File: src/rtl/reg_write_arbiter_if.sv
// Writeback request bus between the two requesters (ALU, memory load) and
// the register write-port arbiter.
//   master : requester side, drives valid/addr/data, receives ready
//   slave  : arbiter side, receives valid/addr/data, drives ready
interface reg_write_arbiter_if #(
    parameter int unsigned DATA_W = 32,
    parameter int unsigned ADDR_W = 5
);
    logic              mem_valid;
    logic [ADDR_W-1:0] mem_addr;
    logic [DATA_W-1:0] mem_data;
    logic              mem_ready;

    logic              alu_valid;
    logic [ADDR_W-1:0] alu_addr;
    logic [DATA_W-1:0] alu_data;
    logic              alu_ready;

    modport master (
        output mem_valid, mem_addr, mem_data,
        output alu_valid, alu_addr, alu_data,
        input  mem_ready, alu_ready
    );

    modport slave (
        input  mem_valid, mem_addr, mem_data,
        input  alu_valid, alu_addr, alu_data,
        output mem_ready, alu_ready
    );
endinterface

File: src/rtl/reg_write_arbiter.sv
// Register file write-port arbiter with pending-write scoreboard.
// Two writeback sources (memory load, ALU) share one register file write
// port; grants are combinational, the write port is driven from one
// registered stage. A per-register busy bit tracks outstanding producers.
//
// Ports:
//   clk          : clock, rising edge
//   rst          : synchronous active-low reset
//   req          : slave side of the writeback request bus (valid/addr/data/ready)
//   issue_valid  : instruction with a destination register issues this cycle
//   issue_addr   : destination register of the issuing instruction
//   busy_vec     : bit n set while register n has a pending write
//   reg_write    : register file write enable (registered)
//   write_addr   : register file write address (registered)
//   write_data   : register file write data (registered)
//
// Build option: define REG_WRITE_ARB_STARVE_EN to enable the ALU starvation
// counter; otherwise arbitration is fixed priority, memory over ALU.
module reg_write_arbiter #(
    parameter int unsigned DATA_W     = 32,
    parameter int unsigned ADDR_W     = 5,
    parameter int unsigned STARVE_MAX = 3
) (
    input  logic                     clk,
    input  logic                     rst,
    reg_write_arbiter_if.slave       req,
    input  logic                     issue_valid,
    input  logic [ADDR_W-1:0]        issue_addr,
    output logic [(2**ADDR_W)-1:0]   busy_vec,
    output logic                     reg_write,
    output logic [ADDR_W-1:0]        write_addr,
    output logic [DATA_W-1:0]        write_data
);
    localparam int unsigned NREG  = 2 ** ADDR_W;
    localparam int unsigned CNT_W = (STARVE_MAX > 0) ? $clog2(STARVE_MAX + 1) : 1;

    logic              alu_force_c;
    logic              mem_grant_c;
    logic              alu_grant_c;
    logic              xfer_c;
    logic [ADDR_W-1:0] sel_addr_c;
    logic [DATA_W-1:0] sel_data_c;
    logic [NREG-1:0]   busy_nxt_c;

`ifdef REG_WRITE_ARB_STARVE_EN
    logic [CNT_W-1:0]  starve_cnt;
    logic [CNT_W-1:0]  starve_nxt_c;

    // ALU wins a contended cycle once it has lost STARVE_MAX in a row
    assign alu_force_c = req.mem_valid && req.alu_valid &&
                         (starve_cnt == CNT_W'(STARVE_MAX));

    // Loss counter: clears whenever the ALU is not contending or wins
    always_comb begin
        starve_nxt_c = starve_cnt;
        if (!req.alu_valid || alu_grant_c) begin
            starve_nxt_c = '0;
        end else if (mem_grant_c && (starve_cnt != CNT_W'(STARVE_MAX))) begin
            starve_nxt_c = starve_cnt + CNT_W'(1);
        end
    end

    always_ff @(posedge clk) begin
        if (!rst) begin
            starve_cnt <= '0;
        end else begin
            starve_cnt <= starve_nxt_c;
        end
    end
`else
    assign alu_force_c = 1'b0;
`endif

    // Grants; both held low during reset so held requests re-arbitrate on release
    assign mem_grant_c = rst && req.mem_valid && !alu_force_c;
    assign alu_grant_c = rst && req.alu_valid && !mem_grant_c;
    assign xfer_c      = mem_grant_c || alu_grant_c;
    assign sel_addr_c  = mem_grant_c ? req.mem_addr : req.alu_addr;
    assign sel_data_c  = mem_grant_c ? req.mem_data : req.alu_data;

    assign req.mem_ready = mem_grant_c;
    assign req.alu_ready = alu_grant_c;

    // Scoreboard update: clear on write, then set on issue so a new producer wins
    always_comb begin
        busy_nxt_c = busy_vec;
        if (reg_write) begin
            busy_nxt_c[write_addr] = 1'b0;
        end
        if (issue_valid && (issue_addr != '0)) begin
            busy_nxt_c[issue_addr] = 1'b1;
        end
        busy_nxt_c[0] = 1'b0;
    end

    // Write port stage and scoreboard registers
    always_ff @(posedge clk) begin
        if (!rst) begin
            reg_write  <= 1'b0;
            write_addr <= '0;
            write_data <= '0;
            busy_vec   <= '0;
        end else begin
            busy_vec <= busy_nxt_c;
            if (xfer_c && (sel_addr_c != '0)) begin
                reg_write  <= 1'b1;
                write_addr <= sel_addr_c;
                write_data <= sel_data_c;
            end else begin
                reg_write  <= 1'b0;
            end
        end
    end
endmodule

File: src/flat_wrapper.sv
// flat-port wrapper written by rule: the top's interface ports become plain ports
module reg_write_arbiter_flat 
#(
    parameter int unsigned DATA_W     = 32,
    parameter int unsigned ADDR_W     = 5,
    parameter int unsigned STARVE_MAX = 3
)
  (clk, rst, issue_valid, issue_addr, busy_vec, reg_write, write_addr, write_data, req_mem_valid, req_mem_addr, req_mem_data, req_alu_valid, req_alu_addr, req_alu_data, req_mem_ready, req_alu_ready);
  reg_write_arbiter_if #(.DATA_W(DATA_W), .ADDR_W(ADDR_W)) req_i ();
  input  logic clk;
  input  logic rst;
  input  logic issue_valid;
  input  logic [ADDR_W-1:0] issue_addr;
  output logic [(2**ADDR_W)-1:0] busy_vec;
  output logic reg_write;
  output logic [ADDR_W-1:0] write_addr;
  output logic [DATA_W-1:0] write_data;
  input wire logic [$bits(req_i.mem_valid)-1:0] req_mem_valid;
  input wire logic [$bits(req_i.mem_addr)-1:0] req_mem_addr;
  input wire logic [$bits(req_i.mem_data)-1:0] req_mem_data;
  input wire logic [$bits(req_i.alu_valid)-1:0] req_alu_valid;
  input wire logic [$bits(req_i.alu_addr)-1:0] req_alu_addr;
  input wire logic [$bits(req_i.alu_data)-1:0] req_alu_data;
  output wire logic [$bits(req_i.mem_ready)-1:0] req_mem_ready;
  output wire logic [$bits(req_i.alu_ready)-1:0] req_alu_ready;
  assign req_i.mem_valid = req_mem_valid;
  assign req_i.mem_addr = req_mem_addr;
  assign req_i.mem_data = req_mem_data;
  assign req_i.alu_valid = req_alu_valid;
  assign req_i.alu_addr = req_alu_addr;
  assign req_i.alu_data = req_alu_data;
  assign req_mem_ready = req_i.mem_ready;
  assign req_alu_ready = req_i.alu_ready;
  reg_write_arbiter #(.DATA_W(DATA_W), .ADDR_W(ADDR_W), .STARVE_MAX(STARVE_MAX)) u_core (.clk(clk), .rst(rst), .req(req_i), .issue_valid(issue_valid), .issue_addr(issue_addr), .busy_vec(busy_vec), .reg_write(reg_write), .write_addr(write_addr), .write_data(write_data));
endmodule
File: config.mk
export PLATFORM = sky130hd
export DESIGN_NAME = reg_write_arbiter_flat
export DESIGN_NICKNAME = d
export VERILOG_FILES = /design/src/rtl/reg_write_arbiter_if.sv /design/src/rtl/reg_write_arbiter.sv /design/src/flat_wrapper.sv
export SDC_FILE = /design/constraint.sdc
export NUM_CORES = 1
export LEC_CHECK = 0
export CAP_MARGIN = 10
export CORE_ASPECT_RATIO = 0.5
export CORE_UTILIZATION = 50
export CTS_CLUSTER_DIAMETER = 80
export DETAILED_ROUTE_END_ITERATION = 8
export DONT_BUFFER_PORTS = 1
export PLACE_DENSITY = 0.64
export SLEW_MARGIN = 30
export SYNTH_ARGS = -nofsm -noshare
export SYNTH_HDL_FRONTEND = slang
export SYNTH_SLANG_ARGS = --single-unit
File: constraint.sdc
create_clock -name clk -period 3.2 [get_ports clk]
set_input_delay 0.16 -clock clk [delete_from_list [all_inputs] [get_ports clk]]
set_output_delay 0.16 -clock clk [all_outputs]
set_load 0.01 [all_outputs]
== Yosys cells after proc, flatten, opt, wreduce, memory -nomap -nowiden ==
Cells that the tools add are included.
Word-level totals
  ROM bits: 0
  memories: 0
  memory bits (writable): 0
  register bits: 70
  latch bits: 0
  word-level logic and storage cells: 32
  input bits: 84
Operators by class
  equality and inequality tests: 0
  multiply operators: 0
  add/sub/neg operators: 0
  bitwise gates (word level): 3
  div/mod/pow operators: 0
  $lt $le $gt $ge: 4
  shifts and indexed selects: 0
  muxes and demuxes: 9
  reductions and logical operators: 11
Operator list (count)
  32-bit 2-to-1 mux: 3
  32-bit bitwise AND: 1
  32-bit inverter: 1
  32-bit OR: 1
  5-bit by 6-bit less-than comparator with 1-bit output (second input constant): 2
  1-bit demux with 5-bit select: 2
  5-bit by 1-bit >= comparator with 1-bit output (second input constant): 2
  5-bit nonzero test: 2
  1-bit logical AND: 7
  5-bit 2-to-1 mux: 1
  1-bit 2-to-1 mux: 3
  1-bit logical NOT: 1
  1-bit logical OR: 1

== Logic depth before layout (Yosys ltp) ==
  word-level depth: 9
  gate-level depth with buffers: 7

== Worst setup path after synthesis ==
OpenSTA, ideal clock, no wires.
  path type: input to register
  from: input port req_mem_addr[1]
  to: register u_core.write_addr[0]
  arrival time: 1.287 ns
  cell stages on the path: 6
  setup slack: 1.794 ns
  setup time: 0.120 ns
  path through: or4_1 o21ai_1 o31ai_1 buf_6 buf_6 mux2i_1
Between the ends
  cells in the longest elaborated chain, start to end: 3
Ends and longest elaborated chain
  start, declared: RTL line flat_wrapper.sv:19  | input wire logic [$bits(req_i.mem_addr)-1:0] req_mem_addr;
  5-bit 2-to-1 mux: RTL line reg_write_arbiter.sv:78  | assign sel_addr_c = mem_grant_c ? req.mem_addr : req.alu_addr;
  5-bit nonzero test: RTL line reg_write_arbiter.sv:105  | if (xfer_c && (sel_addr_c != '0)) begin
  1-bit logical AND: RTL line reg_write_arbiter.sv:105
  end signal, assigned: RTL line reg_write_arbiter.sv:107  | write_addr <= sel_addr_c;
  end, declared: RTL line reg_write_arbiter.sv:31  | output logic [ADDR_W-1:0] write_addr,
Every way passes these cells.
A chain may end at the register's enable or synchronous reset.

== Worst setup path in the final report ==
  from: register u_core.reg_write
  to: register u_core.busy_vec[16]
Between the ends
  cells in the longest elaborated chain, start to end: 3
Ends and longest elaborated chain
  start, declared: RTL line reg_write_arbiter.sv:30  | output logic reg_write,
  start signal, assigned: RTL line reg_write_arbiter.sv:99  | reg_write <= 1'b0;
  start signal, assigned: RTL line reg_write_arbiter.sv:106  | reg_write <= 1'b1;
  start signal, assigned: RTL line reg_write_arbiter.sv:110  | reg_write <= 1'b0;
  32-bit 2-to-1 mux (*): RTL line reg_write_arbiter.sv:87  | if (reg_write) begin
  32-bit OR (no source line)
  32-bit 2-to-1 mux (*): RTL line reg_write_arbiter.sv:90  | if (issue_valid && (issue_addr != '0)) begin
  end signal, assigned: RTL line reg_write_arbiter.sv:104  | busy_vec <= busy_nxt_c;
  end, declared: RTL line reg_write_arbiter.sv:29  | output logic [(2**ADDR_W)-1:0] busy_vec,
Every way passes the cells marked *; elsewhere a longest branch is shown, timed or not.

==> run metrics <==
Post-Syn Area=0.003294 mm^2; fin util=59.09%; crit-path leading delay family=simple AND/OR/NAND/NOR gates; CP endpoint kind=flop; I/O Buffers=0; all-layer global routing usage=23.00%; CTS tree=done; Worst setup SP type=flop; vias in the first global route=2,429; CP max FO=7; FILL cells=around 580; clock root cell=clkbuf_16; Crit path buffers/inverters=0; CTS sink cnt=69; Seq pwr share=43.3%; worst slew pin tran=roughly 980 ps; Synth Net Count=458; clock slew at the register clock pins of the worst setup and hold paths=50 ps; crit-path cells=or3b_2 -> o21ai_0 -> a21boi_0; Setup Fix Bufs, Post-CTS=0; Seq/Total Area, Yosys=41.93%; pwr dens=603.4 mW/mm^2; Max-Cap Viols=0; multi-input logic area=around 0.0018 mm^2; drt initial violations=about 140; EDFF count, synth=0; Yosys top cell by area=dfxtp_1; total die area=roughly 0.0069 mm^2; Post-route DRC=0; worst min-delay path class=in -> reg; row count=20; final WL=7.793 mm; Vias per Instance=5.686; register area=0.001381 mm^2; share of layout cells above drive strength 1=between 10% and 20%; Worst EP required=3400 ps; DIE HEIGHT=59.40 um; Final ANT Viol Nets=0; htree depth=3; static leakage=1.341 nW; CP max stage delay=580 ps; CTS resizes=0; vias=between 2,000 and 3,000; grt total ovfl=0; P_int=1.718 mW; RSZ-0062 raised after global routing=false; Final Skew=about 5.3 ps; Avg Cell Area, Syn=just under 9 um^2; outcome=finished, final reports clean; Clock Power Share=48.5%; hold buffers post-CTS=2; Clock Tree Buf Depth=2; Pre-antenna DRT Iters=4; Post-Synthesis Cells=374; combinational power share=8.3%; total net switching power=between 400 and 500 uW; minimum clock period=between 1000 and 1500 ps; synthesis-stage register bit count=69; total CTS buffers=9; switching part of the total=22.35%; max-slew violations=0; Yosys top cell area share=41.93%; Final period util=45.13%; endpoints failing hold=0; Yosys cell types=27; Crit Path Category=reg -> reg; Rel. slew slack=34.62%; Post-DP HPWL=5.081 mm; setup tns final=0 ps; clk_lat worst skew=320 ps; first-pass GRT wire length=11.76 mm; Crit-path slowest cell=or3b_2; Initial Util=53.08%; ys flop type=dfxtp_1; die extent in x=116.8 um; # nets final=447; synth warn=0; top post-synthesis cells by area=dfxtp_1, nand2_1, mux2_2; initial antenna violation count=0; FFs w/ async S/R, synth=0%; synth-to-layout area growth=11.32%; Arr. time, crit path=1650 ps; # diodes=0; FMAX=0.6924 GHz; Finish-stage setup viols=0; RePlAce Congestion=0.7666; CORE AREA=~0.0062 mm^2; wire length per cell=around 17 um; # IOs=156; Max VDD drop=0.3518 mV; largest net degree at the start of global routing=101
## final timing paths
path,end,cells after the start,start,slack [ps]
worst max-delay path,u_core.busy_vec[16],3,u_core.reg_write,1760
worst min register to register,u_core.write_data[1],2,u_core.write_data[1],500
worst min-delay path,u_core.write_data[29],2,rst,10
worst max register to register,u_core.busy_vec[16],3,u_core.reg_write,1760
## routing by layer
| layer | part of all wire [%] | GRT usage, % | vias to the layer above |
|---|---|---|---|
| met4 | 1.1 | 7.957 | 0 |
| met1 | 41 | 26.63 | 1220 |
| met3 | 11 | 8.793 | 8 |
| li1 | - | - | 1249 |
| met5 | 0 | 0 | - |
| met2 | 48 | 39.56 | 116 |
## power by group through the flow
stage                     registers, mW  logic [mW]  clock network, mW
after floorplan                   0.959       0.170                  0
after global placement            0.975       0.157                  0
after detailed placement          0.976       0.163                  0
after CTS                         0.958       0.185               1.10
after global routing              0.962       0.203               1.13
final                             0.957       0.183               1.07
## layout make-up
class / instances / area share [%]
Sequential cell: 69 / 37.67
Tap cell: 88 / 3.002
Multi-Input combinational cell: 280 / 49.16
Clock buffer: 13 / 7.097
Timing Repair Buffer: 3 / 1.228
Clock inverter: 3 / 1.842
## Yosys cell counts (all sizes together), types with 3 or more instances
cell,count
nand2,112
clkbuf,16
a21boi,31
dfxtp,69
buf,9
mux2i,36
nor3b,4
o21ai,34
mux2,36
nor2,6
nand3b,5
or3b,3
## per-stage QoR
stage	setup WS [ps]	cells	power (mW)	hold WS [ps]	area (um^2)
after floorplan	1794	374	1.129	355.9	3294
after global placement	1560	438	1.133	295.9	3302
after detailed placement	1514	438	1.139	300.6	3302
after CTS	1725	456	2.241	8.628	3667
after global routing	1654	456	2.299	30.42	3667
final	1756	456	2.213	13.86	3667
## sequential cells by signal (all words and copies together), names as in the netlist
signal,cells
u_core.write_data,32
u_core.write_addr,5
u_core.reg_write,1
u_core.busy_vec,31
## logic make-up (layout without fill, tap and decap cells)
kind of cell           after synthesis  count (layout)  synth area share, %
AND/OR/NAND/NOR                    141             141                18.50
multiplexers                        72              72                23.24
flip-flops                          69              69                41.93
AO/OA/AOI/OAI                       66              66                12.46
buffers and inverters               25              19                3.760
other                                1               1               0.1138
## layout by cell type (no fill, tap or decap), drive strengths merged
cell type and instances:
o21ai 34, a21boi 31, and2 1, nor2 6
dlygate4sd3 1, buf 2, nor3b 4, mux2i 36
conb 1, and3 2, nor3 1, nand3b 5
nand3 2, or3 1, or3b 3, dfxtp 69
clkbuf 13, nand2 112, clkinvlp 1, mux2 36
o31ai 1, and3b 2, or4 2, bufinv 2
Power figures use the tool's default switching activity.
